===== src/rtl/snn_config_sequencer_if.sv =====
// snn_config_sequencer_if: byte-stream input handshake and register-write bus of the SNN config sequencer
//   rx_data/rx_valid/rx_ready : byte stream into the sequencer (transfer when valid and ready)
//   cfg_addr/cfg_data/cfg_we  : registered network register write port
//   master : byte source / register sink side; slave : sequencer side
interface snn_config_sequencer_if;
    logic [7:0] rx_data;
    logic       rx_valid;
    logic       rx_ready;
    logic [3:0] cfg_addr;
    logic [7:0] cfg_data;
    logic       cfg_we;
    modport master (output rx_data, rx_valid, input rx_ready, cfg_addr, cfg_data, cfg_we);
    modport slave (input rx_data, rx_valid, output rx_ready, cfg_addr, cfg_data, cfg_we);
endinterface


===== src/rtl/snn_config_sequencer.sv =====
// snn_config_sequencer: parses SYNC/N/(addr,data)xN/checksum frames, then replays the buffered pairs as register writes
//   clk      : rising-edge clock
//   reset    : synchronous active-low reset
//   bus      : rx byte handshake in, cfg register write port out (slave modport)
//   net_hold : high while a frame is in progress (gates network input spikes)
//   done     : one-cycle pulse after a frame has been committed
//   err      : sticky frame error, cleared by the next accepted SYNC_BYTE
//   err_code : 01 bad count, 10 bad address, 11 bad checksum
module snn_config_sequencer #(
    parameter logic [7:0] SYNC_BYTE = 8'hA5,
    parameter int         MAX_ADDR  = 14
) (
    input  logic                        clk,
    input  logic                        reset,
    snn_config_sequencer_if.slave       bus,
    output logic                        net_hold,
    output logic                        done,
    output logic                        err,
    output logic [1:0]                  err_code
);
    typedef enum logic [2:0] {IDLE, COUNT, ADDR, DATA, CSUM, COMMIT} state_t;
    state_t     state, state_n;
    logic [3:0] buf_a [15];
    logic [7:0] buf_d [15];
    logic [3:0] cnt, idx, cur_a, sel;
    logic [7:0] sum, sum_n;
    logic       xfer, count_ok, addr_ok, last_pair;
    assign xfer      = bus.rx_valid && bus.rx_ready;
    assign count_ok  = bus.rx_data[7:4] == 4'd0 && bus.rx_data[3:0] != 4'd0;
    assign addr_ok   = bus.rx_data <= 8'(MAX_ADDR);
    assign sum_n     = sum + bus.rx_data;
    assign last_pair = idx == cnt - 4'd1;
    // pair 0 is launched on the checksum edge, later pairs come from the running index
    assign sel       = state == CSUM ? 4'd0 : idx;
    always_ff @(posedge clk)
        state <= !reset ? IDLE : state_n;
    always_comb begin
        state_n = state;
        case (state)
            IDLE:    if (xfer && bus.rx_data == SYNC_BYTE) state_n = COUNT;
            COUNT:   if (xfer) state_n = count_ok ? ADDR : IDLE;
            ADDR:    if (xfer) state_n = addr_ok ? DATA : IDLE;
            DATA:    if (xfer) state_n = last_pair ? CSUM : ADDR;
            CSUM:    if (xfer) state_n = sum_n == 8'd0 ? COMMIT : IDLE;
            COMMIT:  if (idx == cnt) state_n = IDLE;
            default: state_n = IDLE;
        endcase
    end
    always_ff @(posedge clk) begin
        if (!reset) begin
            bus.rx_ready <= 1'b0;
            bus.cfg_we   <= 1'b0;
            bus.cfg_addr <= 4'd0;
            bus.cfg_data <= 8'd0;
            net_hold     <= 1'b0;
            done         <= 1'b0;
            err          <= 1'b0;
            err_code     <= 2'b00;
            cnt          <= 4'd0;
            idx          <= 4'd0;
            cur_a        <= 4'd0;
            sum          <= 8'd0;
        end else begin
            // status outputs are registered from the next state so they line up with it
            bus.rx_ready <= state_n != COMMIT;
            net_hold     <= state_n != IDLE;
            done         <= state == COMMIT && state_n == IDLE;
            bus.cfg_we   <= state_n == COMMIT;
            if (state_n == COMMIT) begin
                bus.cfg_addr <= buf_a[sel];
                bus.cfg_data <= buf_d[sel];
                idx          <= sel + 4'd1;
            end
            if (xfer) begin
                if (state == IDLE && bus.rx_data == SYNC_BYTE) begin
                    err      <= 1'b0;
                    err_code <= 2'b00;
                end
                if (state == COUNT) begin
                    cnt <= bus.rx_data[3:0];
                    sum <= bus.rx_data;
                    idx <= 4'd0;
                end
                if (state == ADDR || state == DATA) sum <= sum_n;
                if (state == ADDR) cur_a <= bus.rx_data[3:0];
                if (state == DATA) begin
                    buf_a[idx] <= cur_a;
                    buf_d[idx] <= bus.rx_data;
                    idx        <= idx + 4'd1;
                end
                // only COUNT, ADDR and CSUM can fall back to IDLE on a byte, each for its own cause
                if (state != IDLE && state_n == IDLE) begin
                    err      <= 1'b1;
                    err_code <= state == COUNT ? 2'b01 : state == ADDR ? 2'b10 : 2'b11;
                end
            end
        end
    end
endmodule


===== src/flat_wrapper.sv =====
// flat-port wrapper written by rule: the top's interface ports become plain ports
module snn_config_sequencer_flat 
#(
    parameter logic [7:0] SYNC_BYTE = 8'hA5,
    parameter int         MAX_ADDR  = 14
)
  (clk, reset, net_hold, done, err, err_code, bus_rx_data, bus_rx_valid, bus_rx_ready, bus_cfg_addr, bus_cfg_data, bus_cfg_we);
  snn_config_sequencer_if bus_i ();
  input  logic clk;
  input  logic reset;
  output logic net_hold;
  output logic done;
  output logic err;
  output logic [1:0] err_code;
  input wire logic [$bits(bus_i.rx_data)-1:0] bus_rx_data;
  input wire logic [$bits(bus_i.rx_valid)-1:0] bus_rx_valid;
  output wire logic [$bits(bus_i.rx_ready)-1:0] bus_rx_ready;
  output wire logic [$bits(bus_i.cfg_addr)-1:0] bus_cfg_addr;
  output wire logic [$bits(bus_i.cfg_data)-1:0] bus_cfg_data;
  output wire logic [$bits(bus_i.cfg_we)-1:0] bus_cfg_we;
  assign bus_i.rx_data = bus_rx_data;
  assign bus_i.rx_valid = bus_rx_valid;
  assign bus_rx_ready = bus_i.rx_ready;
  assign bus_cfg_addr = bus_i.cfg_addr;
  assign bus_cfg_data = bus_i.cfg_data;
  assign bus_cfg_we = bus_i.cfg_we;
  snn_config_sequencer #(.SYNC_BYTE(SYNC_BYTE), .MAX_ADDR(MAX_ADDR)) u_core (.clk(clk), .reset(reset), .bus(bus_i), .net_hold(net_hold), .done(done), .err(err), .err_code(err_code));
endmodule

===== config.mk =====
export PLATFORM = sky130hd
export DESIGN_NAME = snn_config_sequencer_flat
export DESIGN_NICKNAME = d
export VERILOG_FILES = /design/src/rtl/snn_config_sequencer_if.sv /design/src/rtl/snn_config_sequencer.sv /design/src/flat_wrapper.sv
export SDC_FILE = /design/constraint.sdc
export NUM_CORES = 1
export LEC_CHECK = 0
export CORE_MARGIN = 3
export CORE_UTILIZATION = 52
export DETAILED_ROUTE_END_ITERATION = 8
export PLACE_DENSITY = 0.72
export REMOVE_ABC_BUFFERS = 1
export SLEW_MARGIN = 15
export SYNTH_ARGS = -nofsm -noshare
export SYNTH_HDL_FRONTEND = slang
export SYNTH_SLANG_ARGS = --single-unit
export TNS_END_PERCENT = 30

===== constraint.sdc =====
create_clock -name clk -period 2.95 [get_ports clk]
set_input_delay 0.4425 -clock clk [delete_from_list [all_inputs] [get_ports clk]]
set_output_delay 0.4425 -clock clk [all_outputs]
set_load 0.02 [all_outputs]

### Word-level counts from Yosys, hierarchy flattened

Memories as Yosys holds them, arrays and structs flattened. A register that Yosys moved wholly into a read port is not among the register bits.
Cells that the tools add are included.

| word-level totals | value |
|---|---|
| output and inout port bits | 19 |
| register bits after elaboration | 30 |
| RAM bits | 180 |
| input port bits | 11 |
| memories | 2 |
| word-level logic and storage cells | 78 |

Memory list:

| name | depth | bits a word | rd ports | clocked after Yosys merged registers in | wr ports | RTL line | source |
|---|---|---|---|---|---|---|---|
| u_core.buf_d | 15 | 8 | 1 | 1 | 1 | snn_config_sequencer.sv:24 | `logic [7:0] buf_d [15];` |
| u_core.buf_a | 15 | 4 | 1 | 1 | 1 | snn_config_sequencer.sv:23 | `logic [3:0] buf_a [15];` |

| operators by class | value |
|---|---|
| magnitude comparators | 1 |
| reductions and logical operators | 22 |
| muxes and demuxes | 28 |
| add/sub/neg operators | 4 |
| equality and inequality tests | 10 |

Operators by type and width:

| cell | number |
|---|---|
| 3-bit 2-to-1 mux | 8 |
| 4-bit 2-to-1 mux | 5 |
| 3-bit one-hot mux with 6 select lines | 1 |
| 8-bit 2-to-1 mux | 2 |
| 2-bit 2-to-1 mux | 5 |
| 3-bit equality test, second input constant | 3 |
| 4-bit by 1-bit adder with 4-bit output, second input constant | 2 |
| 8-bit adder | 1 |
| 4-bit equality test | 2 |
| 8-bit equality test, second input constant | 1 |
| 8-bit by 4-bit <= comparator with 1-bit output, second input constant | 1 |
| 8-bit zero test | 1 |
| 2-bit AND reduction | 4 |
| 1-bit 2-to-1 mux | 7 |
| 3-bit by 2-bit equality test with 1-bit output, second input constant | 2 |
| 1-bit logical AND | 6 |
| 3-bit zero test | 2 |
| 3-bit nonzero test | 2 |
| 4-bit zero test | 1 |
| 2-bit nonzero test | 2 |
| 4-bit nonzero test | 1 |
| 4-bit by 1-bit subtractor with 4-bit output, second input constant | 1 |
| 3-bit by 1-bit equality test with 1-bit output, second input constant | 1 |
| 3-bit != test, second input constant | 1 |
| 2 further kinds | 3 |

### Logic depth before layout (Yosys ltp)

| logic depth | value |
|---|---|
| depth in word-level cells | 10 |
| gate-level depth with buffers | 10 |
| mapped depth without buffers | 9 |

### Least setup slack after synthesis

OpenSTA, ideal clock, no wires.

| path | value |
|---|---|
| path type | in2reg |
| start | input port bus_rx_data[0] |
| end | register u_core.idx[1] |
| data arrival time | 2.724 ns |
| buffers on the path | 1 |
| data required time | 2.827 ns |
| slack | 0.103 ns |
| setup time | 0.123 ns |
| cell stages on the path | 10 |
| cell sequence | ha_1 -> fa_1 -> a211oi_1 -> nor4b_1 -> a2111oi_2 -> nand2_1 -> o31ai_4 -> buf_6 -> mux2i_1 -> o21ai_1 |

| on the way | value |
|---|---|
| longest elaborated chain between the ends | 10 |
| elaborated cells on any way between the ends | 20 |
| those cells by class | 1 x add/sub; 1 x order compare; 2 x eq/ne; 12 x mux; 4 x reduce/logical |

Ends and longest elaborated chain:

| what | RTL line | source |
|---|---|---|
| start, declared | flat_wrapper.sv:15 | `input wire logic [$bits(bus_i.rx_data)-1:0] bus_rx_data;` |
| 8-bit adder / 4-bit nonzero test (equally long branches) | snn_config_sequencer.sv:31, snn_config_sequencer.sv:29 |  |
| 8-bit zero test / 1-bit logical AND (equally long branches) | snn_config_sequencer.sv:44, snn_config_sequencer.sv:29 |  |
| 3-bit 2-to-1 mux / 2-bit 2-to-1 mux (equally long branches) | snn_config_sequencer.sv:44, snn_config_sequencer.sv:41 |  |
| 3-bit 2-to-1 mux, on equally long branches | snn_config_sequencer.sv:44, snn_config_sequencer.sv:41 |  |
| 3-bit one-hot mux with 6 select lines (*) | snn_config_sequencer.sv:39 | `case (state)` |
| 3-bit equality test (*) | snn_config_sequencer.sv:69 | `if (state_n == COMMIT) begin` |
| 4-bit 2-to-1 mux (*) | snn_config_sequencer.sv:69 |  |
| 4-bit 2-to-1 mux | snn_config_sequencer.sv:79 | `if (state == COUNT) begin` |
| 4-bit 2-to-1 mux | snn_config_sequencer.sv:86 | `if (state == DATA) begin` |
| 4-bit 2-to-1 mux (*) | snn_config_sequencer.sv:74 | `if (xfer) begin` |
| end signal, assigned | snn_config_sequencer.sv:72 | `idx <= sel + 4'd1;` |
| end signal, assigned | snn_config_sequencer.sv:89 | `idx <= idx + 4'd1;` |
| end, declared | snn_config_sequencer.sv:25 | `logic [3:0] cnt, idx, cur_a, sel;` |

Every way passes the cells marked *; elsewhere a longest branch is shown, timed or not.
A chain may end at the register's enable or synchronous reset.

### Worst setup path in the final report

| path | value |
|---|---|
| start | input port bus_rx_data[0] |
| end | register u_core.bus.cfg_addr[0], read port of u_core.buf_a |

| on the way | value |
|---|---|
| longest elaborated chain between the ends | 6 |
| elaborated cells on any way between the ends | 16 |
| those cells by class | 1 x add/sub; 1 x order compare; 2 x eq/ne; 8 x mux; 4 x reduce/logical |

Ends and longest elaborated chain:

| what | RTL line | source |
|---|---|---|
| 8-bit adder / 4-bit nonzero test (equally long branches) | snn_config_sequencer.sv:31, snn_config_sequencer.sv:29 |  |
| 8-bit zero test / 1-bit logical AND (equally long branches) | snn_config_sequencer.sv:44, snn_config_sequencer.sv:29 |  |
| 3-bit 2-to-1 mux / 2-bit 2-to-1 mux (equally long branches) | snn_config_sequencer.sv:44, snn_config_sequencer.sv:41 |  |
| 3-bit 2-to-1 mux, on equally long branches | snn_config_sequencer.sv:44, snn_config_sequencer.sv:41 |  |
| 3-bit one-hot mux with 6 select lines (*) | snn_config_sequencer.sv:39 |  |
| 3-bit equality test (*) | snn_config_sequencer.sv:69 |  |
| end, declared | snn_config_sequencer_if.sv:13 | `modport slave (input rx_data, rx_valid, output rx_ready, cfg_addr, cfg_data, cfg_we);` |

Marked as above.

==> results.cfg <==
[die]
core_um2 = 18100
row_count = 49
fp.dieH_um = 142
initial_core_util_pct = 53.4
die_area_um2 = 20300
dieWidth_um = 142
io_pins = 30

[sta]
clock_skew_ns = 0.0114
tns_ns = 0
worst_pin_slew_ns = 1.10
timing.fmax_mhz = 357
period_needed_ns = 2.80
maxSlewViolCount = 0
fin_crit_sh_pct = 94.8
max-slew-margin-rel_pct = 26.1
finalHoldViolCount = 0
rsz0062_at_grt = false
fin_ws_ns = 0.153
finalSetupViolCount = 0

[drt]
drc = 0
wire_per_inst_um = 21.3
drt_wl_total_um = 22300
routed_via_density = 6.13
detail-route-antenna-nets = 0
dr.pass1.iters = 5
drt_first_iter_violations = 607
vias = 6418

[placement]
dp_hpwl_um = 14200
dpl_worst_slack_ns = -0.508
io_buffers = 29
finalWeightedCongestion = 0.941

[worst_setup_path]
worstSetupPathType = in2reg
crit_fanout = 24
cp-end-kind = register
cp.arrival_ns = 3.25
cp.required_ns = 3.40
critPathLaunchType = input port

[pwr]
leakagePower_nw = 3.93
power-per-cell-area_nw_per_um2 = 564
max-vdd-ir-drop_mv = 0.371

[logic_synthesis]
ys_ff_latch = 222
avgSynthCellArea_um2 = 13.2
synth_cell_types = 65
synthArstFlopShare_pct = 0
ys_warn_count = 0
yosysSeqAreaShare_pct = 64.5
synth_edf_count = 180
synth_area_um2 = 9680
ys.flop_type = edfxtp_1
syn_inst = 733

[global_route]
gr-total-overflow = 0
grt_use_total_pct = 21.9
antenna_found_initial = 0
grt_start_max_net_pins = 40
grt_pass1_wl_um = 34500
grt_pass1_vias = 6440

[clock_network]
clkLatencyLatePin_ns = 0.52
cts_sinks = 222
htree_levels = 1
tritoncts = built
cts_buffers = 24
cts_root_buf = clkbuf_16
clock_tree.buffer_depth = 3
clk_pin_slew_ns = 0.06

[worst_hold_path]
min_path_type = reg2reg

[finish]
nNetsFinal = 825
antennaDiodeCount = 0
final_common_cell = edfxtp_1
final_cell_mix = edfxtp_1 (180), nand2_1 (76), buf_4 (59)
syn_to_final_growth_pct = 17.1
drive_gt1_share_pct = 18.8

[flow_run]
cap_viol_max_count = 0

[outcome]
status = finished clean
[per-stage QoR]
| step | hold WS, ns | std cells | power, mW | instance area, um^2 | util [%] |
|---|---|---|---|---|---|
| after floorplan | 0.448 | 684 | 3.47 | 9470 | - |
| after global placement | 0.446 | 1002 | 3.56 | 10500 | 58.0 |
| after detailed placement | 0.456 | 1002 | 3.57 | 10500 | 58.0 |
| after CTS | 0.464 | 1046 | 6.45 | 11300 | 62.3 |
| after global routing | 0.479 | 1047 | 6.58 | 11300 | 62.5 |
| final | 0.462 | 1047 | 6.40 | 11300 | 62.5 |
[where the power goes]
| group | internal [mW] | switching (mW) |
|---|---|---|
| clock | 1.73 | 1.17 |
| sequential | 3.37 | 0.000776 |
| combinational | 0.0465 | 0.0902 |
[sequential cells by signal, indices dropped and copies added, names as in the netlist, 2 cells and up]
register             cells
u_core.cur_a             4
u_core.state             3
u_core.cnt               4
u_core.bus.cfg_addr      4
u_core.idx               4
u_core.sum               8
u_core.buf_a            60
u_core.buf_d           120
u_core.err_code          2
u_core.bus.cfg_data      8
[cell type report]
class / instances / area (um^2)
fill: 1339 / 6810
sequential: 222 / 6250
multi-input combinational: 454 / 3230
timing repair buffer: 90 / 764
clock buffer: 35 / 702
tap: 229 / 287
clock inverter: 9 / 78.8
inverter: 8 / 30.0
[critical path, stage by stage]
cell and delay, ns:
clkdlybuf4s50_1 0.43, ha_2 0.22, fa_2 0.36, buf_4 0.15, xnor2_2 0.15, nand2_1 0.11, a2111oi_4 0.34, nand4_2 0.19
o31ai_4 0.26, buf_6 0.16, buf_12 0.15, nand4_1 0.14, o21ai_1 0.12
[cells by family after synthesis]
logic type	synth area share [%]
xor+xnor	1.09
fa+ha+maj	1.89
compound gates	12.7
flops	64.5
simple gates	8.96
buf+inv	2.52
mux	8.37
[Yosys cell counts, types with 17 or more instances]
cell	instances	area [um^2]
nand2_1	76	285
mux2_2	24	270
nor2_1	34	128
edfxtp_1	180	5410
mux2i_1	27	270
o211ai_1	17	128
clkbuf_1	33	124
a21oi_1	53	265
dfxtp_1	42	841
o21ai_0	45	225
[path summary, 6_finish.rpt]
kind	from	end	slack (ns)	cells past startpoint
max reg2reg	u_core.sum[0]	u_core.bus.cfg_addr[0]	0.22	12
max	bus_rx_data[0]	u_core.bus.cfg_addr[0]	0.15	13
min	u_core.err	u_core.err	0.46	2
min reg2reg	u_core.err	u_core.err	0.46	2
[timing repair]
| item | in CTS | in global routing |
|---|---|---|
| resized for setup | 0 | 6 |
| endpoints found under the setup margin | 0 | 16 |
| hold buffers | 0 | 0 |
| setup buffers | 0 | 1 |
[routing by layer]
metal	wire, um	part of all wire, %	global-route usage (%)	up-vias
li1	-	-	-	2955
met4	796	3.6	7.55	0
met3	1420	6.4	3.39	59
met5	0	0	0	-
met1	9320	42	29.6	3168
met2	10800	48	36.6	236
Note: power is estimated with default switching activity, not from simulation.
